--- src/rtl/note_seq_pkg.sv ---
// Shared state encoding, default widths and ROM word layout for the note sequencer.
package note_seq_pkg;

    localparam int ADDR_W_DEF  = 5;
    localparam int SEL_W_DEF   = 2;
    localparam int NOTE_W_DEF  = 6;
    localparam int DUR_W_DEF   = 6;
    localparam int ROM_LAT_DEF = 2;

    // ROM word is {note, duration}; duration occupies the low bits.
    localparam int DUR_LSB   = 0;
    localparam int REST_NOTE = 0;

    typedef enum logic [1:0] {
        ST_IDLE  = 2'd0,
        ST_FETCH = 2'd1,
        ST_PLAY  = 2'd2,
        ST_WAIT  = 2'd3
    } state_e;

endpackage

--- src/rtl/note_dur_counter.sv ---
// Beat-driven duration down-counter; expire_o marks the beat that consumes the final count.
module note_dur_counter #(
    parameter int DUR_W = 6
) (
    input  logic             clk,
    input  logic             rst_n,
    input  logic             clear_i,
    input  logic             load_i,
    input  logic [DUR_W-1:0] load_val_i,
    input  logic             beat_i,
    output logic             expire_o
);

    logic [DUR_W-1:0] cnt_q;
    logic [DUR_W-1:0] cnt_d;

    // Next count: clear beats load, load beats a beat decrement.
    always_comb begin
        cnt_d = cnt_q;
        if (clear_i) begin
            cnt_d = {DUR_W{1'b0}};
        end else if (load_i) begin
            cnt_d = load_val_i;
        end else if (beat_i && (cnt_q != {DUR_W{1'b0}})) begin
            cnt_d = cnt_q - DUR_W'(1);
        end else begin
            cnt_d = cnt_q;
        end
    end

    // Count register.
    always_ff @(posedge clk or negedge rst_n) begin
        if (!rst_n) begin
            cnt_q <= {DUR_W{1'b0}};
        end else begin
            cnt_q <= cnt_d;
        end
    end

    assign expire_o = beat_i && (cnt_q == DUR_W'(1));

endmodule

--- src/rtl/note_sequencer.sv ---
// Song ROM sequencer: fetches {note, duration} words and times each note in beats.
// Build option NOTE_SEQ_LOOP_EN: at end of song, restart from word 0 without waiting for new_note.
module note_sequencer
    import note_seq_pkg::*;
#(
    parameter int ADDR_W  = ADDR_W_DEF,
    parameter int SEL_W   = SEL_W_DEF,
    parameter int NOTE_W  = NOTE_W_DEF,
    parameter int DUR_W   = DUR_W_DEF,
    parameter int ROM_LAT = ROM_LAT_DEF
) (
    input  logic                    clk,
    input  logic                    reset,
    input  logic                    play,
    input  logic [SEL_W-1:0]        song_sel,
    input  logic                    new_note,
    input  logic                    beat,
    output logic [SEL_W+ADDR_W-1:0] rom_addr,
    input  logic [NOTE_W+DUR_W-1:0] rom_data,
    output logic [NOTE_W-1:0]       note,
    output logic                    note_valid,
    output logic                    note_done,
    output logic                    song_done,
    output logic                    busy
);

    localparam int RA_W     = SEL_W + ADDR_W;
    localparam int LAT_W    = (ROM_LAT > 1) ? $clog2(ROM_LAT) : 1;
    localparam int NOTE_LSB = DUR_LSB + DUR_W;
    localparam logic [LAT_W-1:0] LAT_LAST = LAT_W'(ROM_LAT - 1);

    state_e             state_q, state_d;
    logic [SEL_W-1:0]   sel_q, sel_d;
    logic [ADDR_W-1:0]  word_addr_q, word_addr_d;
    logic [LAT_W-1:0]   lat_cnt_q, lat_cnt_d;
    logic               addr_wait_q, addr_wait_d;
    logic [RA_W-1:0]    rom_addr_q, rom_addr_d;
    logic [NOTE_W-1:0]  note_q, note_d;
    logic               note_valid_q, note_valid_d;
    logic               note_done_q, note_done_d;
    logic               song_done_q, song_done_d;
    logic               busy_q, busy_d;

    logic [NOTE_W-1:0]  rom_note_s;
    logic [DUR_W-1:0]   rom_dur_s;
    logic               cnt_load_s, cnt_clear_s, cnt_beat_s, cnt_expire_s;
    logic               pause_s, eos_s, start_fetch_s;

    assign rom_note_s = rom_data[NOTE_LSB +: NOTE_W];
    assign rom_dur_s  = rom_data[DUR_LSB +: DUR_W];
    assign cnt_beat_s = (state_q == ST_PLAY) && play && beat;

    note_dur_counter #(
        .DUR_W (DUR_W)
    ) u_dur_cnt (
        .clk        (clk),
        .rst_n      (reset),
        .clear_i    (cnt_clear_s),
        .load_i     (cnt_load_s),
        .load_val_i (rom_dur_s),
        .beat_i     (cnt_beat_s),
        .expire_o   (cnt_expire_s)
    );

    // Next-state and registered-output logic.
    always_comb begin
        state_d       = state_q;
        sel_d         = sel_q;
        word_addr_d   = word_addr_q;
        lat_cnt_d     = lat_cnt_q;
        addr_wait_d   = addr_wait_q;
        note_d        = note_q;
        note_valid_d  = 1'b0;
        note_done_d   = 1'b0;
        song_done_d   = 1'b0;
        cnt_load_s    = 1'b0;
        pause_s       = 1'b0;
        eos_s         = 1'b0;
        start_fetch_s = 1'b0;

        case (state_q)
            ST_IDLE: begin
                if (song_sel != sel_q) begin
                    sel_d       = song_sel;
                    word_addr_d = {ADDR_W{1'b0}};
                end else begin
                    sel_d = sel_q;
                end
                if (new_note && play) begin
                    state_d       = ST_FETCH;
                    start_fetch_s = 1'b1;
                end else begin
                    state_d = ST_IDLE;
                end
            end
            ST_FETCH: begin
                if (!play) begin
                    pause_s = 1'b1;
                end else if (addr_wait_q) begin
                    addr_wait_d = 1'b0;
                end else if (lat_cnt_q == LAT_LAST) begin
                    if (rom_dur_s == {DUR_W{1'b0}}) begin
                        eos_s = 1'b1;
                    end else begin
                        note_d       = rom_note_s;
                        note_valid_d = 1'b1;
                        cnt_load_s   = 1'b1;
                        state_d      = ST_PLAY;
                    end
                end else begin
                    lat_cnt_d = lat_cnt_q + LAT_W'(1);
                end
            end
            ST_PLAY: begin
                if (!play) begin
                    pause_s = 1'b1;
                end else if (cnt_expire_s) begin
                    note_done_d = 1'b1;
                    word_addr_d = word_addr_q + ADDR_W'(1);
                    if (word_addr_q == {ADDR_W{1'b1}}) begin
                        eos_s = 1'b1;
                    end else begin
                        state_d = ST_WAIT;
                    end
                end else begin
                    state_d = ST_PLAY;
                end
            end
            ST_WAIT: begin
                if (!play) begin
                    pause_s = 1'b1;
                end else if (new_note) begin
                    state_d       = ST_FETCH;
                    start_fetch_s = 1'b1;
                end else begin
                    state_d = ST_WAIT;
                end
            end
            default: begin
                state_d = ST_IDLE;
            end
        endcase

        // Pause keeps word_addr so playback resumes by re-fetching the interrupted word.
        if (pause_s) begin
            state_d = ST_IDLE;
            note_d  = NOTE_W'(REST_NOTE);
        end else if (eos_s) begin
            song_done_d = 1'b1;
            note_d      = NOTE_W'(REST_NOTE);
            word_addr_d = {ADDR_W{1'b0}};
`ifdef NOTE_SEQ_LOOP_EN
            state_d       = ST_FETCH;
            start_fetch_s = 1'b1;
`else
            state_d = ST_IDLE;
`endif
        end else begin
            note_d = note_d;
        end

        rom_addr_d = {sel_d, word_addr_d};

        // A fetch launched together with an address change needs one extra cycle for the ROM.
        if (start_fetch_s) begin
            lat_cnt_d   = {LAT_W{1'b0}};
            addr_wait_d = (rom_addr_d != rom_addr_q);
        end else begin
            lat_cnt_d = lat_cnt_d;
        end

        busy_d = (state_d == ST_FETCH) || (state_d == ST_PLAY);
    end

    assign cnt_clear_s = pause_s;

    // State and output registers.
    always_ff @(posedge clk or negedge reset) begin
        if (!reset) begin
            state_q      <= ST_IDLE;
            sel_q        <= {SEL_W{1'b0}};
            word_addr_q  <= {ADDR_W{1'b0}};
            lat_cnt_q    <= {LAT_W{1'b0}};
            addr_wait_q  <= 1'b0;
            rom_addr_q   <= {RA_W{1'b0}};
            note_q       <= {NOTE_W{1'b0}};
            note_valid_q <= 1'b0;
            note_done_q  <= 1'b0;
            song_done_q  <= 1'b0;
            busy_q       <= 1'b0;
        end else begin
            state_q      <= state_d;
            sel_q        <= sel_d;
            word_addr_q  <= word_addr_d;
            lat_cnt_q    <= lat_cnt_d;
            addr_wait_q  <= addr_wait_d;
            rom_addr_q   <= rom_addr_d;
            note_q       <= note_d;
            note_valid_q <= note_valid_d;
            note_done_q  <= note_done_d;
            song_done_q  <= song_done_d;
            busy_q       <= busy_d;
        end
    end

    assign rom_addr   = rom_addr_q;
    assign note       = note_q;
    assign note_valid = note_valid_q;
    assign note_done  = note_done_q;
    assign song_done  = song_done_q;
    assign busy       = busy_q;

endmodule

--- config.mk ---
export PLATFORM = sky130hd
export DESIGN_NAME = note_sequencer
export DESIGN_NICKNAME = d
export VERILOG_FILES = /design/src/rtl/note_seq_pkg.sv /design/src/rtl/note_dur_counter.sv /design/src/rtl/note_sequencer.sv
export SDC_FILE = /design/constraint.sdc
export NUM_CORES = 1
export LEC_CHECK = 0
export ABC_CLOCK_PERIOD_IN_PS = 2200
export BUFFER_PORTS_ARGS = -buffer_cell sky130_fd_sc_hd__buf_2
export CAP_MARGIN = 20
export CORE_MARGIN = 5
export CORE_UTILIZATION = 54
export CTS_CLUSTER_DIAMETER = 80
export DETAILED_ROUTE_END_ITERATION = 6
export GPL_TIMING_DRIVEN = 0
export PLACE_DENSITY_LB_ADDON = 0.15
export RECOVER_POWER = 25
export SETUP_SLACK_MARGIN = 0.1
export SYNTH_ARGS = -nofsm -noshare
export SYNTH_HDL_FRONTEND = slang
export SYNTH_SLANG_ARGS = --single-unit
--- constraint.sdc ---
create_clock -name clk -period 2.2 [get_ports clk]
set_clock_uncertainty 0.1 [all_clocks]
set_input_delay 0 -clock clk [delete_from_list [all_inputs] [get_ports clk]]
set_output_delay 0 -clock clk [all_outputs]
set_load 0.02 [all_outputs]
Yosys cells after proc, flatten, opt, wreduce, memory -nomap -nowiden
Cells that the tools add are included.
{"block": "word_totals", "regBits": 34, "output_inout_bits": 17, "wordCells": 109, "inputBits": 19}
{"block": "classes", "mux": 63, "reduce_logical": 19, "eq_ne": 12, "add_sub_neg": 3}
{"op": "$mux W6", "n": 10}
{"op": "$mux W1", "n": 31}
{"op": "$mux W2", "n": 13}
{"op": "$mux W5", "n": 5}
{"op": "$reduce_bool A3 Y1", "n": 4}
{"op": "$pmux W5 S2", "n": 1}
{"op": "$pmux W2 S4", "n": 1}
{"op": "$ne A7 B7 Y1", "n": 1}
{"op": "$eq A2 B2 Y1 const B", "n": 3}
{"op": "$eq A6 B1 Y1 const B", "n": 1}
{"op": "$logic_not A6 Y1", "n": 1}
{"op": "$reduce_bool A6 Y1", "n": 1}
{"op": "$sub A6 B1 Y6 const B", "n": 1}
{"op": "$add A5 B1 Y5 const B", "n": 1}
{"op": "$eq A5 B5 Y1 const B", "n": 1}
{"op": "$logic_and A1 B1 Y1", "n": 5}
{"op": "$reduce_and A5 Y1", "n": 1}
{"op": "$eq A2 B1 Y1 const B", "n": 2}
{"op": "$pmux W1 S2", "n": 2}
{"op": "$reduce_bool A2 Y1", "n": 2}
{"op": "$ne A3 B1 Y1 const B", "n": 1}
{"op": "$ne A3 B3 Y1 const B", "n": 1}
{"op": "$reduce_and A3 Y1", "n": 1}
{"op": "$reduce_or A3 Y1", "n": 1}
{"op": "6 further kinds", "n": 6}

Longest topological paths before layout
{"block": "depth", "ltp_word": 11, "depth_mapped": 10, "depth_no_buf": 8}

Hierarchy
A second synthesis with hierarchy kept.
{"block": "hier_totals", "hier_cells": 196, "area_unflattened_um2": 1794.2}
{"module": "note_sequencer", "cells_each": 145, "seq_area_each_um2": 525.5, "instances": 1, "area_each_um2": 1328.8}
{"module": "note_dur_counter", "cells_each": 51, "seq_area_each_um2": 150.1, "instances": 1, "area_each_um2": 465.4}

Worst setup path before layout
OpenSTA, ideal clock, no wires.
{"block": "synth_timing", "path_type": "register -> register", "start": "register, netlist name rom_addr[0]", "end": "register state_q[0]", "path_slack_ns": 0.120, "t_required_ns": 1.962, "synth_period_minus_slack_ns": 2.080, "setup_time_ns": 0.138, "path_buffers": 1, "path_stages_with_launch": 9, "t_arrival_ns": 1.843, "cell_sequence": "dfrtp_1 -> ha_1 -> and3_1 -> ha_1 -> nand4_1 -> a21boi_1 -> or2_1 -> buf_2 -> nor2_1"}
{"item": "end signal: assignment", "line": "note_sequencer.sv:192", "text": "state_q <= state_d;"}
{"item": "end: declaration", "line": "note_sequencer.sv:32", "text": "state_e state_q, state_d;"}

Worst setup path after layout
{"block": "layout_timing", "start": "register u_dur_cnt.cnt_q[4]", "end": "register busy_q (netlist: busy)"}
{"block": "layout_between", "elab_chain_len": 9, "word_cells_on_any_way": 13, "cone_classes": "3 x eq/ne; 8 x mux; 2 x reduce/logical"}
{"item": "start: declaration", "line": "note_dur_counter.sv:14", "text": "logic [DUR_W-1:0] cnt_q;"}
{"item": "start signal: assignment", "line": "note_dur_counter.sv:34", "text": "cnt_q <= {DUR_W{1'b0}};"}
{"item": "start signal: assignment", "line": "note_dur_counter.sv:36", "text": "cnt_q <= cnt_d;"}
{"item": "$eq A6 B1 Y1 *", "line": "note_dur_counter.sv:40", "text": "assign expire_o = beat_i && (cnt_q == DUR_W'(1));"}
{"item": "$logic_and A1 B1 Y1 *", "line": "note_dur_counter.sv:40"}
{"item": "$mux W2 / $mux W1 (equally long branches)", "line": "note_sequencer.sv:117", "text": "end else if (cnt_expire_s) begin"}
{"item": "$mux W2 / $mux W1 (equally long branches)", "line": "note_sequencer.sv:115", "text": "if (!play) begin"}
{"item": "$pmux W2 S4 / $pmux W1 S2 (equally long branches)", "line": "note_sequencer.sv:81", "text": "case (state_q)"}
{"item": "$mux W2 *", "line": "note_sequencer.sv:148", "text": "end else if (eos_s) begin"}
{"item": "$mux W2 *", "line": "note_sequencer.sv:145", "text": "if (pause_s) begin"}
{"item": "$eq A2 B1 Y1 / $eq A2 B2 Y1 (equally long branches)", "line": "note_sequencer.sv:172", "text": "busy_d = (state_d == ST_FETCH) || (state_d == ST_PLAY);"}
{"item": "$logic_or A1 B1 Y1 *", "line": "note_sequencer.sv:172"}
{"item": "via busy_d", "line": "note_sequencer.sv:42", "text": "logic busy_q, busy_d;"}
{"item": "end signal: assignment", "line": "note_sequencer.sv:202", "text": "busy_q <= busy_d;"}
{"item": "end: declaration", "line": "note_sequencer.sv:42"}
Mark *: on every way through the listed nets, which the timed path passes. The rest lies on a longest branch.
A chain may end at the register's enable or synchronous reset.

==> results.tsv <==
metric	value	unit
async_flop_share	100	%
yosys.area_share.simple	21.7	%
clk_pin_slew_worst_paths	0.15	ns
internal-power	1.17	mW
diodes	0	
finalSetupViolations	0	
layout.cells.non_filler	304	
synth_compound_area_share	19.9	%
vias_per_cell	5.82	
fin_crit	2.03	ns
crit_slowest_cell	dfrtp_1	
holdWs	0.107	ns
place_area	1990	sq um
yosys_warnings	0	
die_area	4500	sq um
vias	1768	
cts_tree	done	
crit_path_end_kind	flip-flop	
cts_buffer_depth	2	
die_x	67.1	um
firstDrtPassIters	5	
nNetsFinal	291	
status	finished, violations left	
powerDensity	868	nW/um^2
io_pins	36	
crit_arrival	2.15	ns
fin_crit_sh	92.4	%
wl	4.92	mm
ir_drop	0.680	mV
cpLargestDelayFamily	simple AND/OR/NAND/NOR gates	
die_h	67.1	um
grt-ovfl-total	0	
fmax	492	MHz
cp_cell_sequence	nor4_4 -> nand2_1 -> a221oi_1 -> o41ai_2 -> mux2i_1	
ant_nets	0	
seq_area_frac_synth	38.4	%
synth_area_per_cell	9.03	sq um
ys_ff_latch	27	
core	3080	sq um
worst_pin_slew	1.50	ns
initial_core_util	57.2	%
netlist_area	1760	sq um
synthCells	195	
start_kind	flip-flop	
synth_cell_types	51	
crit_fanout	5	
violations	max-capacitance violations	
dpl.hpwl	3.23	mm
drcViolationCount	0	
hold_violations	0	
synth_mux_area_share	5.26	%
placedCellCount	274	
path_class	flip-flop to flip-flop	
combPwrFrac	53.6	%
critPathBufInv	0	
fp-row-count	20	
yosys_most_used_dff	dfrtp_1	
grt_start_max_net_pins	28	
wl_per_cell	16.2	um
grt_pass1_wl	8.09	mm
max_slew_margin	0.210	%
h-tree-depth	1	
switching_power	894	uW
final_area	2370	sq um
p_total	2.06	mW
total_leakage_power	1.18	nW
drv_cap	1	
drive_gt1_share	30.0	%
slowest_delay	0.49	ns
rsz0062_at_grt	yes	
fin_tns_setup	0	ns
clk_latency	0.33	ns
synth-edff-count	0	
cts_made_buffers	3	
swShare	43.4	%
grt_usage	23.5	%
portBuffers	35	
gp_congestion	0.912	
first_iter_violations	127	
antenna_found_initial	0	
cts-root-buf	clkbuf_4	
synth_nets	225	
drv_slew	0	
synthXorXnorAreaFrac	1.99	%
hp-class	input port to flip-flop	
cts.sinks	27	
grt_pass1_vias	1795	
synth_top_family_by_area	simple AND/OR/NAND/NOR gates	
seqPwrFrac	35.6	%
clockPowerShare	10.8	%
cp_data_required_time	2.31	ns
synthAdderAreaFrac	7.82	%
area_growth	34.8	%
## cells in the mapped netlist (2+ instances only)
library cell	count	area share, %
a22oi_1	5	2.1
nor2_1	26	5.5
nand4b_1	2	1.0
ha_1	11	7.8
nand2_1	10	2.1
inv_1	12	2.6
o21ai_1	2	0.57
o2bb2ai_1	3	1.5
mux2_2	2	1.3
nand2b_1	6	2.1
nor3_1	5	1.4
clkbuf_1	4	0.85
a31oi_1	4	1.4
o22ai_1	3	1.1
nand4_1	2	0.71
nand3_1	4	1.1
or3_1	3	1.1
or2_1	2	0.71
a21oi_1	9	2.6
dfrtp_1	27	38
mux2i_1	7	4.0
and3_1	3	1.1
xor2_1	3	1.5
a211oi_1	4	1.7
o21ai_0	9	2.6
o211a_1	2	1.1
## worst register-to-register path: cells and delay by family, from the launching register on
| family | cells | cell delay, ns |
|---|---|---|
| muxes | 1 | 0.13 |
| DFF | 1 | 0.49 |
| AOI/OAI and AO/OA | 2 | 0.55 |
| and+or+nand+nor | 2 | 0.64 |
## sequential cells by signal (all words and copies together) (netlist names)
signal,cells
state_q,2
busy,1
note,6
song_done,1
note_valid,1
u_dur_cnt.cnt_q,6
addr_wait_q,1
rom_addr,7
note_done,1
lat_cnt_q,1
## final timing paths
| kind | from | to | slack, ns | cells after the start |
|---|---|---|---|---|
| max | u_dur_cnt.cnt_q[4] | busy | 0.17 | 5 |
| min | beat | u_dur_cnt.cnt_q[3] | 0.11 | 6 |
| max reg2reg | u_dur_cnt.cnt_q[4] | busy | 0.17 | 5 |
| min reg2reg | lat_cnt_q | lat_cnt_q | 0.42 | 2 |
| max in group asynchronous | reset | state_q[0] | 0.59 | 2 |
| min in group asynchronous | reset | rom_addr[2] | 0.44 | 2 |
## cells by family (layout without fill, tap and decap cells)
logic type,after synthesis,in the layout
compound gates,52,52
xor+xnor,4,4
fa+ha+maj,11,11
buf+inv,20,85
flops,27,27
mux,9,9
simple gates,72,72
## per-stage QoR
stage	worst slack, ns	util, %
2_1_floorplan	0.120	-
3_3_place_gp	-0.162	64.7
3_5_place_dp	-0.198	64.7
4_1_cts	0.0799	73.5
5_1_grt	0.0833	77.1
6_report	0.167	77.1
## area by class of cell
class	instances	area, sq um
multi-input cells	148	1110
fillers	219	704
flip-flops and latches	27	679
repair buffers	61	412
well taps	44	55.1
inverters	13	51.3
plain buffers	7	43.8
clock buffers	4	26.3
## power groups by stage
| stage | Combinational, mW | Clock, mW | Sequential, mW |
|---|---|---|---|
| after global routing | 1.21 | 0.263 | 0.751 |
| after global placement | 0.871 | 0 | 0.714 |
| final | 1.10 | 0.222 | 0.733 |
| after detailed placement | 0.909 | 0 | 0.728 |
| after floorplan | 0.576 | 0 | 0.795 |
| after CTS | 0.989 | 0.234 | 0.718 |
## placed cells by master, fill, tap and decap left out, types with 2 or more instances in the layout
master / synthesis / layout
buf_2: 1 / 36
o2bb2ai_1: 3 / 3
nand3_1: 4 / 4
clkbuf_1: 4 / 4
mux2i_1: 7 / 7
nand2_1: 10 / 9
nor4_4: 1 / 2
or2_1: 2 / 2
mux2_2: 2 / 2
dlygate4sd3_1: 0 / 17
buf_4: 0 / 9
dfrtp_2: 0 / 3
nand4_1: 2 / 2
a211oi_1: 4 / 3
ha_4: 0 / 2
xor2_1: 3 / 3
nor2_1: 26 / 25
o21ai_0: 9 / 9
nand2b_1: 6 / 6
and3_4: 0 / 2
a21oi_1: 9 / 8
a31oi_1: 4 / 3
ha_1: 11 / 7
clkbuf_4: 0 / 5
a22oi_1: 5 / 5
dfrtp_1: 27 / 24
o211a_1: 2 / 2
inv_1: 12 / 11
o21ai_1: 2 / 2
or3_1: 3 / 3
nand4b_1: 2 / 2
nor3_1: 5 / 4
o22ai_1: 3 / 3
ha_2: 0 / 2
## metal layers
metal | GRT usage (%) | up-vias | part of all wire (%)
li1 | - | 834 | -
met1 | 27.2 | 871 | 41
met2 | 42.3 | 52 | 54
met3 | 3.54 | 11 | 3.6
met4 | 10.1 | 0 | 1.9
met5 | 0 | - | 0
## what timing repair did
action | CTS | global route
buffers inserted | 3 | 6
endpoints found under the hold margin | 44 | 0
setup endpoints to repair | 20 | 15
hold buffers | 17 | 0
resized for setup | 13 | 18
pin swaps | 0 | 4
gates cloned | 0 | 0
No activity file was read; power rests on OpenSTA's default activity.
